==> config.mk <==
export PLATFORM = sky130hd
export DESIGN_NAME = pulse_arbiter_flat
export DESIGN_NICKNAME = d
export VERILOG_FILES = /design/src/rtl/pulse_arbiter_if.sv /design/src/rtl/pulse_arbiter.sv /design/src/flat_wrapper.sv
export SDC_FILE = /design/constraint.sdc
export NUM_CORES = 1
export LEC_CHECK = 0
export BUFFER_PORTS_ARGS = -buffer_cell sky130_fd_sc_hd__buf_2
export CORE_MARGIN = 2
export CORE_UTILIZATION = 53
export DETAILED_ROUTE_END_ITERATION = 10
export MAX_ROUTING_LAYER = met4
export PLACE_DENSITY = 0.75
export SLEW_MARGIN = 20
export SYNTH_ARGS = -nofsm -noshare
export SYNTH_HDL_FRONTEND = slang
export SYNTH_SLANG_ARGS = --single-unit
export TNS_END_PERCENT = 10
==> constraint.sdc <==
create_clock -name clk -period 2.7 [get_ports clk]
set_input_delay 0.27 -clock clk [delete_from_list [all_inputs] [get_ports clk]]
set_output_delay 0.27 -clock clk [all_outputs]
set_load 0.01 [all_outputs]
==> src/rtl/pulse_arbiter_if.sv <==
// Bus bundle for pulse_arbiter: request lines, length-register write port and pulse/status outputs.
// PULSE_ARB_DROP_CNT_EN adds the drop_cnt / drop_clr pair.
interface pulse_arbiter_if #(
    parameter int NREQ = 4,
    parameter int LW   = 16,
    parameter int SELW = 2
);
    logic [NREQ-1:0] req;
    logic            cfg_wr;
    logic [SELW-1:0] cfg_sel;
    logic [LW-1:0]   cfg_len;
    logic            pulse_out;
    logic [NREQ-1:0] grant;
    logic [NREQ-1:0] done;
    logic            busy;
    logic [NREQ-1:0] pending;
`ifdef PULSE_ARB_DROP_CNT_EN
    logic [7:0]      drop_cnt;
    logic            drop_clr;

    modport master (
        output req, cfg_wr, cfg_sel, cfg_len, drop_clr,
        input  pulse_out, grant, done, busy, pending, drop_cnt
    );
    modport slave (
        input  req, cfg_wr, cfg_sel, cfg_len, drop_clr,
        output pulse_out, grant, done, busy, pending, drop_cnt
    );
`else
    modport master (
        output req, cfg_wr, cfg_sel, cfg_len,
        input  pulse_out, grant, done, busy, pending
    );
    modport slave (
        input  req, cfg_wr, cfg_sel, cfg_len,
        output pulse_out, grant, done, busy, pending
    );
`endif
endinterface

==> src/rtl/pulse_arbiter.sv <==
// Round-robin sharing of one programmable-length pulse generator among NREQ edge-triggered requesters.
// Optional merged-edge counter (drop_cnt/drop_clr) is compiled in with PULSE_ARB_DROP_CNT_EN.
module pulse_arbiter #(
    parameter int NREQ        = 4,
    parameter int LW          = 16,
    parameter int DEFAULT_LEN = 5,
    parameter int SELW        = 2
) (
    input  logic           clk,
    input  logic           rst,
    pulse_arbiter_if.slave bus
);
    localparam int IW = (NREQ > 1) ? $clog2(NREQ) : 1;

    typedef enum logic [1:0] {S_IDLE, S_PULSE, S_GAP} state_t;

    state_t          r_state, w_state_next;
    logic [NREQ-1:0] r_req_q, r_pending;
    logic [NREQ-1:0] w_rise, w_take_mask, w_owner_hot;
    logic [LW-1:0]   r_len [NREQ];
    logic [LW-1:0]   r_cnt, w_win_len;
    logic [IW-1:0]   r_owner, r_rr_last, w_win;
    logic            w_found, w_take;

    assign w_rise = bus.req & ~r_req_q;

    // Round-robin scan starting just after the last winner, wrapping back to it.
    always_comb begin
        logic [IW:0]   sum;
        logic [IW-1:0] idx;
        // NOTE: every combinational output gets a default first so no path can infer a latch.
        w_found = 1'b0;
        w_win   = '0;
        sum     = '0;
        idx     = '0;
        for (int off = 1; off <= NREQ; off++) begin
            sum = {1'b0, r_rr_last} + (IW+1)'(off);
            if (sum >= (IW+1)'(NREQ)) sum = sum - (IW+1)'(NREQ);
            idx = sum[IW-1:0];
            if (!w_found && r_pending[idx]) begin
                w_found = 1'b1;
                w_win   = idx;
            end
        end
    end

    assign w_take    = (r_state == S_IDLE) && w_found;
    assign w_win_len = r_len[w_win];

    always_comb begin
        w_take_mask = '0;
        w_owner_hot = '0;
        if (w_take) w_take_mask[w_win] = 1'b1;
        w_owner_hot[r_owner] = 1'b1;
    end

    always_comb begin
        w_state_next = r_state;
        unique case (r_state)
            S_IDLE:  if (w_found) w_state_next = S_PULSE;
            S_PULSE: if (r_cnt == LW'(1)) w_state_next = S_GAP;
            S_GAP:   w_state_next = S_IDLE;
            default: w_state_next = S_IDLE;
        endcase
    end

    always_ff @(posedge clk or posedge rst) begin
        if (rst) r_state <= S_IDLE;
        else     r_state <= w_state_next;
    end

    // A new rise on the winner in its grant cycle survives the clear (set wins).
    always_ff @(posedge clk or posedge rst) begin
        if (rst) begin
            r_req_q   <= '0;
            r_pending <= '0;
        end else begin
            r_req_q   <= bus.req;
            r_pending <= (r_pending & ~w_take_mask) | w_rise;
        end
    end

    // Length is captured into r_cnt at grant time, so later cfg writes do not disturb a running pulse.
    always_ff @(posedge clk or posedge rst) begin
        if (rst) begin
            r_cnt     <= '0;
            r_owner   <= '0;
            r_rr_last <= IW'(NREQ - 1);
        end else if (w_take) begin
            r_cnt     <= (w_win_len == '0) ? LW'(1) : w_win_len;
            r_owner   <= w_win;
            r_rr_last <= w_win;
        end else if (r_state == S_PULSE) begin
            r_cnt     <= r_cnt - LW'(1);
        end
    end

    // NOTE: this small register file is reset on purpose so every requester starts at DEFAULT_LEN.
    always_ff @(posedge clk or posedge rst) begin
        if (rst) begin
            for (int i = 0; i < NREQ; i++) r_len[i] <= LW'(DEFAULT_LEN);
        end else if (bus.cfg_wr) begin
            for (int i = 0; i < NREQ; i++)
                if (bus.cfg_sel == SELW'(i)) r_len[i] <= bus.cfg_len;
        end
    end

    assign bus.pulse_out = (r_state == S_PULSE);
    assign bus.grant     = (r_state == S_PULSE) ? w_owner_hot : '0;
    assign bus.done      = (r_state == S_GAP)   ? w_owner_hot : '0;
    assign bus.busy      = (r_state != S_IDLE);
    assign bus.pending   = r_pending;

`ifdef PULSE_ARB_DROP_CNT_EN
    logic [NREQ-1:0] w_drop;
    logic [8:0]      w_drop_sum;
    logic [7:0]      r_drop_cnt;

    // An edge on the bit being granted this cycle is not lost, so it is not counted.
    assign w_drop = w_rise & r_pending & ~w_take_mask;

    always_comb begin
        w_drop_sum = {1'b0, r_drop_cnt};
        for (int i = 0; i < NREQ; i++) w_drop_sum = w_drop_sum + 9'(w_drop[i]);
    end

    always_ff @(posedge clk or posedge rst) begin
        if (rst)                     r_drop_cnt <= '0;
        else if (bus.drop_clr)       r_drop_cnt <= '0;
        else if (w_drop_sum > 9'd255) r_drop_cnt <= 8'hFF;
        else                         r_drop_cnt <= w_drop_sum[7:0];
    end

    assign bus.drop_cnt = r_drop_cnt;
`endif
endmodule
==> src/flat_wrapper.sv <==
// flat-port wrapper written by rule: the top's interface ports become plain ports
module pulse_arbiter_flat 
#(
    parameter int NREQ        = 4,
    parameter int LW          = 16,
    parameter int DEFAULT_LEN = 5,
    parameter int SELW        = 2
)
  (clk, rst, bus_req, bus_cfg_wr, bus_cfg_sel, bus_cfg_len, bus_pulse_out, bus_grant, bus_done, bus_busy, bus_pending);
  pulse_arbiter_if #(.NREQ(NREQ), .LW(LW), .SELW(SELW)) bus_i ();
  input  logic clk;
  input  logic rst;
  input wire logic [$bits(bus_i.req)-1:0] bus_req;
  input wire logic [$bits(bus_i.cfg_wr)-1:0] bus_cfg_wr;
  input wire logic [$bits(bus_i.cfg_sel)-1:0] bus_cfg_sel;
  input wire logic [$bits(bus_i.cfg_len)-1:0] bus_cfg_len;
  output wire logic [$bits(bus_i.pulse_out)-1:0] bus_pulse_out;
  output wire logic [$bits(bus_i.grant)-1:0] bus_grant;
  output wire logic [$bits(bus_i.done)-1:0] bus_done;
  output wire logic [$bits(bus_i.busy)-1:0] bus_busy;
  output wire logic [$bits(bus_i.pending)-1:0] bus_pending;
  assign bus_i.req = bus_req;
  assign bus_i.cfg_wr = bus_cfg_wr;
  assign bus_i.cfg_sel = bus_cfg_sel;
  assign bus_i.cfg_len = bus_cfg_len;
  assign bus_pulse_out = bus_i.pulse_out;
  assign bus_grant = bus_i.grant;
  assign bus_done = bus_i.done;
  assign bus_busy = bus_i.busy;
  assign bus_pending = bus_i.pending;
  pulse_arbiter #(.NREQ(NREQ), .LW(LW), .DEFAULT_LEN(DEFAULT_LEN), .SELW(SELW)) u_core (.clk(clk), .rst(rst), .bus(bus_i));
endmodule
==> results of run 1 <==
==> registers in the layout (all words and copies together) (netlist names) <==
| name | flops |
|---|---|
| u_core.r_req_q | 4 |
| u_core.r_cnt | 16 |
| u_core.r_rr_last | 2 |
| u_core.r_len | 64 |
| u_core.r_owner | 2 |
| u_core.r_state | 2 |
| u_core.bus.pending | 4 |
==> routing by layer <==
metal | track usage | vias to the layer above | wire [um]
met5 | - | - | 0
met4 | 0.07976 | 0 | 95
met3 | 0.02451 | 9 | 309
met2 | 0.3204 | 70 | 4324
met1 | 0.3059 | 1546 | 4107
li1 | - | 1438 | -
==> per-stage QoR <==
stage | cells | total power (W) | utilization | cell area [um2]
floorplan | 385 | 0.003898 | - | 4429
global placement | 521 | 0.004432 | 0.5831 | 4767
detailed placement | 521 | 0.004543 | 0.5831 | 4767
global route | 535 | 0.006088 | 0.6146 | 5025
finish | 535 | 0.005716 | 0.6146 | 5025
CTS | 535 | 0.005720 | 0.6146 | 5025
==> cells in the final DEF, fill, tap and decap left out, types with 2 or more instances in the layout <==
master     synthesis  final
nor4_1             7      7
nand4_1            2      2
a21oi_1           17     17
inv_1              8      7
nor3_1             3      3
o21ai_0           12     12
a21oi_2            3      3
dfrtp_1           84     84
nand2_1           62     62
clkbuf_8           0     10
nand3b_1           2      2
dfstp_2           10     10
a32oi_1           15     15
ha_1               2      2
xor2_1             8      8
buf_4              0      8
nand2b_1           5      5
a21o_1             3      3
nor4_2             2      2
xnor2_1            6      6
buf_2              4     38
and3_1             2      2
bufinv_16          0      4
nand3_1            2      2
buf_12             0      2
mux2_2            78     78
nor2b_1            2      2
nor2_1            20     19
==> logic make-up (layout without fill, tap and decap cells) <==
logic type,count (synthesis),count (layout),share of synthesized area
simple gates,117,117,0.1258
flops,94,94,0.5344
mux,78,78,0.1985
compound gates,54,54,0.07973
buf+inv,26,71,0.02827
xor+xnor,14,14,0.02771
fa+ha+maj,2,2,0.005654
==> cell usage after synthesis, types with 2 or more instances <==
library cell,number
clkbuf_1,10
ha_1,2
nand2b_1,5
xnor2_1,6
a21oi_1,17
dfrtp_1,84
a32oi_1,15
nor4_1,7
nor3b_1,2
and3_1,2
dfstp_2,10
a21oi_2,3
nand3_1,2
inv_1,8
nand4_1,2
buf_6,3
buf_2,4
xor2_1,8
nor2_1,20
mux2_2,78
nand2_1,62
o21ai_0,12
nor4_2,2
nor3_1,3
nor2b_1,2
nand3b_1,2
a21o_1,3
==> cell type report <==
type                    count  share of cell area
clock buffers              10             0.02739
clock inverters             4             0.02390
inverters                   9            0.007470
multi-input cells         265              0.3867
flip-flops and latches     94              0.4706
well taps                 105             0.02615
repair buffers             48             0.05777
==> power breakdown <==
group | leakage (nW) | switching [W] | internal [W]
Sequential | 1.09 | 0.000322 | 0.00181
Clock | 0.128 | 0.000448 | 0.000724
Combinational | 0.946 | 0.00141 | 0.00101
==> worst reg2reg max path, delay by kind of cell (launching register included) <==
family	cells	cell delay [ns]
xor gates and xnor gates	1	0.13
buffers and inverters	1	0.16
DFF	1	0.38
muxes	1	0.28
and+or+nand+nor	6	1.23
==> how the worst min path moves through the flow <==
| stage | start | end | slack [ns] | depth (start not counted) |
|---|---|---|---|---|
| 2_1_floorplan | bus_req[0] | u_core.r_req_q[0] | 0.30 | 0 |
| 3_3_place_gp | bus_req[3] | u_core.r_req_q[3] | 0.39 | 1 |
| 3_5_place_dp | bus_req[3] | u_core.r_req_q[3] | 0.39 | 1 |
| 4_1_cts | bus_req[3] | u_core.r_req_q[3] | 0.02 | 1 |
| 5_1_grt | bus_req[2] | u_core.r_req_q[2] | 0.02 | 1 |
| 6_report | bus_req[3] | u_core.r_req_q[3] | 0.03 | 1 |
==> results_dict.tcl, run 1 <==
set metrics [dict create \
    overflow 0 \
    crit_chain "nand2b_1 -> inv_2 -> nand2_1 -> or2_1 -> nor4_4 -> nand2_1 -> nor4_2 -> xor2_1 -> mux2_2" \
    syn_inst 385 \
    cp.arrival_ns 2.53 \
    fmaxAchievable_mhz 433.8 \
    critPathMaxFanout 9 \
    cts.sinks 94 \
    path_buf_inv 1 \
    initial_utilization 0.5413 \
    multi_input_area_um2 1943 \
    cp_top_family "simple AND/OR/NAND/NOR gates" \
    tightestPinTransition_ns 0.4842 \
    row_count 33 \
    timing.final.crit_share 0.8538 \
    setup_tns_ns 0 \
    hold_class "input pin to flop" \
    synth_area_leaders "dfrtp_1 (47%), mux2_2 (20%), dfstp_2 (5.9%)" \
    r2r-end "u_core.r_cnt[14]" \
    syn_area_um2 4425 \
    vias 3063 \
    cpPeakStageDelay_ns 0.38 \
    cp-start-kind "flop" \
    yosys_warnings 0 \
    yosys.cell_types.count 38 \
    hold_viol_final 0 \
    timing.final.ws_setup_ns 0.3946 \
    cp-endpoint "u_core.r_cnt[14]" \
    yosys.area.top_type "dfrtp_1" \
    yosys.area.top_type_share 0.4750 \
    wl_mm 8.837 \
    htree_levels 3 \
    seq_area_um2 2365 \
    r2r_slack_ns 0.39 \
    grt_setup_unrepaired "false" \
    rr_worst_depth 9 \
    avgViaCountPerCell 5.725 \
    die_area_um2 9097 \
    status "finished, final reports clean" \
    async_reset_ff_frac 1.000 \
    gp_congestion 0.7795 \
    cp.depth 9 \
    cts_tree "built" \
    critPathLaunch "u_core.r_state[1]" \
    antenna_found_initial 0 \
    first_global_vias 2928 \
    layout-drive-gt1-share 0.3744 \
    setup_violations 0 \
    fill_cells 654 \
    critPathKind "flop to flop" \
    dr.pass1.iters 4 \
    r2r_start "u_core.r_state[1]" \
    synth-main-ff-cell "dfrtp_1" \
    fin_crit_ns 2.305 \
    wl_per_cell_um 16.52 \
    port_buffers 38 \
    slew_headroom 0.6742 \
    crit_top_cell "nand2_1" \
    clk_latency_ns 0.35 \
    fin_skew_ns 0.01270 \
    drtIter0Drc 148 \
    cts-root-buf "clkbuf_8" \
    clkTransAtPathRegs_ns 0.09 \
    mappedNetlistNets 412 \
    hold_buffers 0 \
    drv_cap 0 \
    cts_resized 0 \
    synth-edff-count 0 \
    ir_worst_vdd_mv 0.5845 \
    die_w_um 95.38 \
    drc 0 \
    hold-worst-slack_ns 0.03396 \
    p_leak_nw 2.163 \
    clockBufferDepth 2 \
    cp-end-kind "flop" \
    syn_avg_cell_area_um2 11.49 \
    cts_setup_buffers 0 \
    synthToLayoutAreaGrowth_pct 13.54 \
    core-area_um2 8175 \
    required_ns 2.92 \
    ys_ff_latch 94 \
    cts_buffers 9 \
    final_max_slew_viol_count 0 \
    p_per_area_nw_per_um2 1138 \
    diodes 0 \
    track_usage 0.2147 \
    die_h_um 95.38 \
    fin_nets 454 \
    grt_pass1_wl_mm 14.46 \
    place_ws_ns 0.3933 \
    dp.final_hpwl_mm 6.007 \
    ioPinCount 39 \
    antenna_left 0 \
    ys_seq_area_frac 0.5344 \
    critPathSlowestCell "dfrtp_1" \
    grt_max_degree 95 \
]
No activity file was read; power rests on OpenSTA's default activity.
==> run 2, diff against run 1 <==
--- a/config.mk
+++ b/config.mk
@@ -9,7 +9,6 @@
 export CORE_MARGIN = 2
 export CORE_UTILIZATION = 53
 export DETAILED_ROUTE_END_ITERATION = 10
-export MAX_ROUTING_LAYER = met4
 export PLACE_DENSITY = 0.75
 export SLEW_MARGIN = 20
 export SYNTH_ARGS = -nofsm -noshare
==> results_dict.tcl, run 2 (synthesis gave the netlist of run 1 again) <==
set metrics [dict create \
    status "finished, final reports clean" \
    initial_utilization 0.5413 \
    required_ns 2.93 \
    hold_class "input pin to asynchronous set/reset pin" \
    ioPinCount 39 \
    dp.final_hpwl_mm 6.007 \
    track_usage 0.2087 \
    dr.pass1.iters 5 \
    cts_tree "built" \
    critPathMaxFanout 9 \
    slew_headroom 0.6622 \
    final_common_cell "dfrtp_1" \
    cp-end-kind "flop" \
    grt_pass1_wl_mm 14.47 \
    fin_nets 454 \
    avgViaCountPerCell 5.725 \
    die_w_um 95.38 \
    timing.final.crit_share 0.8542 \
    hold_buffers 0 \
    p_sw_w 0.002179 \
    die_h_um 95.38 \
    hold_viol_final 0 \
    layout-drive-gt1-share 0.3744 \
    p_int_w 0.003540 \
    p_total_w 0.005719 \
    clkTransAtPathRegs_ns 0.09 \
    antenna_found_initial 0 \
    cp.arrival_ns 2.53 \
    wl_per_cell_um 16.53 \
    critPathKind "flop to flop" \
    cp-start-kind "flop" \
    diodes 0 \
    grt_setup_unrepaired "false" \
    r2r_slack_ns 0.39 \
    overflow 0 \
    p_seq_frac 0.372 \
    grt_max_degree 95 \
    tightestPinTransition_ns 0.5068 \
    drv_cap 0 \
    setup_tns_ns 0 \
    comb_power_share 0.422 \
    row_count 33 \
    largestRegisters "u_core.r_len x64, u_core.r_cnt x16" \
    cts-root-buf "clkbuf_8" \
    fin_crit_ns 2.306 \
    cts.sinks 94 \
    clockBufferDepth 2 \
    fmaxAchievable_mhz 433.6 \
    p_leak_nw 2.163 \
    synthToLayoutAreaGrowth_pct 13.54 \
    final_max_slew_viol_count 0 \
    drtIter0Drc 141 \
    htree_levels 3 \
    p_per_area_nw_per_um2 1138 \
    swShare 0.3811 \
    drc 0 \
    cts_buffers 9 \
    ir_worst_vdd_mv 0.5835 \
    clockPowerShare 0.206 \
    vias 3063 \
    wl_mm 8.844 \
    fin_skew_ns 0.01224 \
    design_area_um2 5025 \
    largest_reg_flops 64 \
    port_buffers 38 \
    die_area_um2 9097 \
    setup_violations 0 \
    first_global_vias 2931 \
    cts_setup_buffers 0 \
    gp_congestion 0.7692 \
    dpl_cell_area_um2 4767 \
    antenna_left 0 \
    layout_common_cells "dfrtp_1 (84), mux2_2 (78), nand2_1 (62)" \
    largest_register "u_core.r_len" \
    clk_latency_ns 0.35 \
    core-area_um2 8175 \
    cts_resized 0 \
]
## run 2: cell counts in the layout (fill, tap and decap cells not counted)
No cell type changed its count.
## run 2: per-stage QoR
stage	util	setup WS, ns	std cells	hold WS (ns)
final	0.6146	0.3935	535	0.02004
after global routing	0.6146	0.1196	535	0.02471
after CTS	0.6146	0.3752	535	0.01735
after detailed placement	0.5831	0.3933	521	0.3928
after global placement	0.5831	0.4579	521	0.3912
after floorplan	-	0.6749	385	0.3014
## run 2: path summary, 6_finish.rpt
path	from	to	cells past startpoint
worst max-delay path	u_core.r_state[1]	u_core.r_cnt[14]	9
worst min-delay path	rst	u_core.r_len[44]	3
min in group clk	bus_req[3]	u_core.r_req_q[3]	1
worst max register to register	u_core.r_state[1]	u_core.r_cnt[14]	9
max in group asynchronous	rst	u_core.r_len[34]	3
worst min register to register	u_core.r_req_q[1]	u_core.bus.pending[1]	1
## run 2: metal layers
layer,vias up,GRT usage,part of all wire
met4,0,0.07976,0.013
met5,-,0,0
met2,66,0.3204,0.48
met1,1548,0.3059,0.47
met3,12,0.02530,0.032
li1,1437,-,-
## run 2: area by class of cell
| class | count | area [um2] |
|---|---|---|
| multi-input cells | 265 | 1943 |
| clock buffers | 10 | 137.6 |
| repair buffers | 48 | 290.3 |
| clock inverters | 4 | 120.1 |
| fillers | 654 | 3151 |
| inverters | 9 | 37.54 |
| flip-flops and latches | 94 | 2365 |
| well taps | 105 | 131.4 |
## run 2: critical path, cell delays in order (launching register included)
cell      delay (ns)
dfrtp_1         0.39
nand2b_1        0.29
inv_2           0.16
nand2_1         0.08
or2_1           0.27
nor4_4          0.26
nand2_1         0.14
nor4_2          0.19
xor2_1          0.13
mux2_2          0.28
## run 2: power by group through the flow
stage	sequential (W)	clock, W	combinational (W)
floorplan	0.00208	0	0.00182
finish	0.00213	0.00118	0.00241
CTS	0.00212	0.00119	0.00240
detailed placement	0.00215	0	0.00239
global placement	0.00213	0	0.00230
global route	0.00218	0.00125	0.00267
==> run 3, diff against run 2 <==
==> constraint.sdc (replaced) <==
create_clock -name clk -period 2.7 [get_ports clk]
set_input_delay 0 -clock clk [delete_from_list [all_inputs] [get_ports clk]]
set_output_delay 0 -clock clk [all_outputs]
set_load 0.01 [all_outputs]
==> results_dict.tcl, run 3 (synthesis gave the netlist of run 1 again) <==
set metrics [dict create \
    fin_skew_ns 0.01125 \
    clk_latency_ns 0.36 \
    wl_per_cell_um 15.97 \
    setup_tns_ns 0 \
    cp.arrival_ns 2.56 \
    die_w_um 95.38 \
    setup_violations 0 \
    cts.sinks 94 \
    hold_class "input pin to asynchronous set/reset pin" \
    die_area_um2 9097 \
    ioPinCount 39 \
    cp_top_family "simple AND/OR/NAND/NOR gates" \
    fin_crit_ns 2.307 \
    final_common_cell "dfrtp_1" \
    cp-end-kind "flop" \
    largest_register "u_core.r_len" \
    clockBufferDepth 2 \
    initial_utilization 0.5413 \
    cts_resized 0 \
    cts_setup_buffers 0 \
    layout_common_cells "dfrtp_1 (84), mux2_2 (78), nand2_1 (62)" \
    clockPowerShare 0.162 \
    status "finished, final reports clean" \
    timing.final.crit_share 0.8543 \
    antenna_found_initial 0 \
    slew_headroom 0.2873 \
    cts_tree "built" \
    track_usage 0.2163 \
    fmaxAchievable_mhz 433.5 \
    hold_buffers 21 \
    p_sw_w 0.002150 \
    drv_cap 0 \
    critPathSlowestCell "dfrtp_1" \
    first_global_vias 3098 \
    drc 0 \
    p_leak_nw 2.206 \
    row_count 33 \
    swShare 0.4045 \
    overflow 0 \
    gp_congestion 0.8441 \
    dr.pass1.iters 4 \
    ir_worst_vdd_mv 0.4662 \
    critPathKind "flop to flop" \
    clkTransAtPathRegs_ns 0.09 \
    core-area_um2 8175 \
    cts_buffers 9 \
    cpPeakStageDelay_ns 0.39 \
    tightestPinTransition_ns 1.066 \
    final_max_slew_viol_count 0 \
    diodes 0 \
    hold_viol_final 0 \
    htree_levels 3 \
    path_buf_inv 1 \
    grt_max_degree 95 \
    cp-start-kind "flop" \
    p_seq_frac 0.401 \
    port_buffers 38 \
    comb_power_share 0.437 \
    r2r_start "u_core.r_state[1]" \
    wl_mm 8.898 \
    fin_nets 474 \
    layout-drive-gt1-share 0.3584 \
    largest_reg_flops 64 \
    antenna_left 0 \
    p_per_area_nw_per_um2 1034 \
    p_int_w 0.003165 \
    largestRegisters "u_core.r_len x64, u_core.r_cnt x16" \
    critPathLaunch "u_core.r_state[1]" \
    critPathMaxFanout 9 \
    grt_pass1_wl_mm 14.99 \
    fin_cells 557 \
    required_ns 2.96 \
    die_h_um 95.38 \
    place_inst 520 \
    dp.final_hpwl_mm 6.035 \
    crit_chain "nand2b_1 -> inv_2 -> nand2_1 -> or2_1 -> nor4_4 -> nand2_1 -> nor4_2 -> xor2_1 -> mux2_2" \
    cts-root-buf "clkbuf_8" \
    grt_setup_unrepaired "false" \
    crit_top_cell "nand2_1" \
    synthToLayoutAreaGrowth_pct 16.12 \
    fill_cells 647 \
    drtIter0Drc 130 \
    vias 3066 \
    avgViaCountPerCell 5.504 \
]
-- run 3: cell count changes in the layout (fill, tap and decap cells not counted) --
cell           previous run  this run
dlygate4sd3_1             0        21
buf_12                    2         1
clkinv_2                  0         2
inv_6                     0         1
clkinvlp_4                1         2
clkinv_4                  0         2
bufinv_16                 4         0
-- run 3: worst paths after layout --
kind                                         endpoint  slack (ns)  cells past startpoint
worst max-delay path                 u_core.r_cnt[14]        0.39                      9
worst min-delay path                 u_core.r_len[46]        0.27                      4
worst max register to register       u_core.r_cnt[14]        0.39                      9
worst min register to register  u_core.bus.pending[0]        0.43                      1
max in group asynchronous         u_core.r_rr_last[0]        2.01                      4
min in group clk                     u_core.r_len[62]        0.27                      4
-- run 3: worst register-to-register path: cells and delay by family (launching register included) --
family | cells | cell delay (ns)
and+or+nand+nor | 6 | 1.27
xor gates and xnor gates | 1 | 0.10
buffers and inverters | 1 | 0.17
muxes | 1 | 0.27
DFF | 1 | 0.39
-- run 3: routing by layer --
layer | part of all wire | GRT usage | up-vias
li1 | - | - | 1480
met1 | 0.48 | 0.3034 | 1525
met2 | 0.48 | 0.3398 | 51
met3 | 0.029 | 0.04506 | 10
met4 | 0.0083 | 0.07024 | 0
met5 | 0 | 0 | -
-- run 3: area by class of cell --
| cell class | count | area, um2 | area share |
|---|---|---|---|
| clock buffers | 10 | 137.6 | 0.02678 |
| clock inverters | 6 | 46.29 | 0.009009 |
| inverters | 9 | 35.03 | 0.006818 |
| multi-input cells | 265 | 1943 | 0.3781 |
| flip-flops and latches | 94 | 2365 | 0.4602 |
| well taps | 105 | 131.4 | 0.02557 |
| repair buffers | 68 | 480.5 | 0.09350 |
-- run 3: power by group through the flow --
stage          Sequential (W)  Combinational (W)  Clock (W)
2_1_floorplan         0.00208            0.00182          0
3_3_place_gp          0.00213            0.00220          0
3_5_place_dp          0.00215            0.00229          0
4_1_cts               0.00212            0.00233   0.000886
5_1_grt               0.00218            0.00258   0.000942
6_report              0.00213            0.00232   0.000860
-- run 3: per-stage QoR --
step           instance area [um2]  hold WS [ns]  total power, W  utilization  worst slack, ns
2_1_floorplan                 4425       0.03143        0.003898            -           0.2679
3_3_place_gp                  4745        0.1221        0.004328       0.5803           0.4711
3_5_place_dp                  4745        0.1245        0.004441       0.5803           0.3917
4_1_cts                       5139        0.2670        0.005336       0.6286           0.3725
5_1_grt                       5139        0.2764        0.005709       0.6286           0.2218
6_report                      5139        0.2667        0.005315       0.6286           0.3933
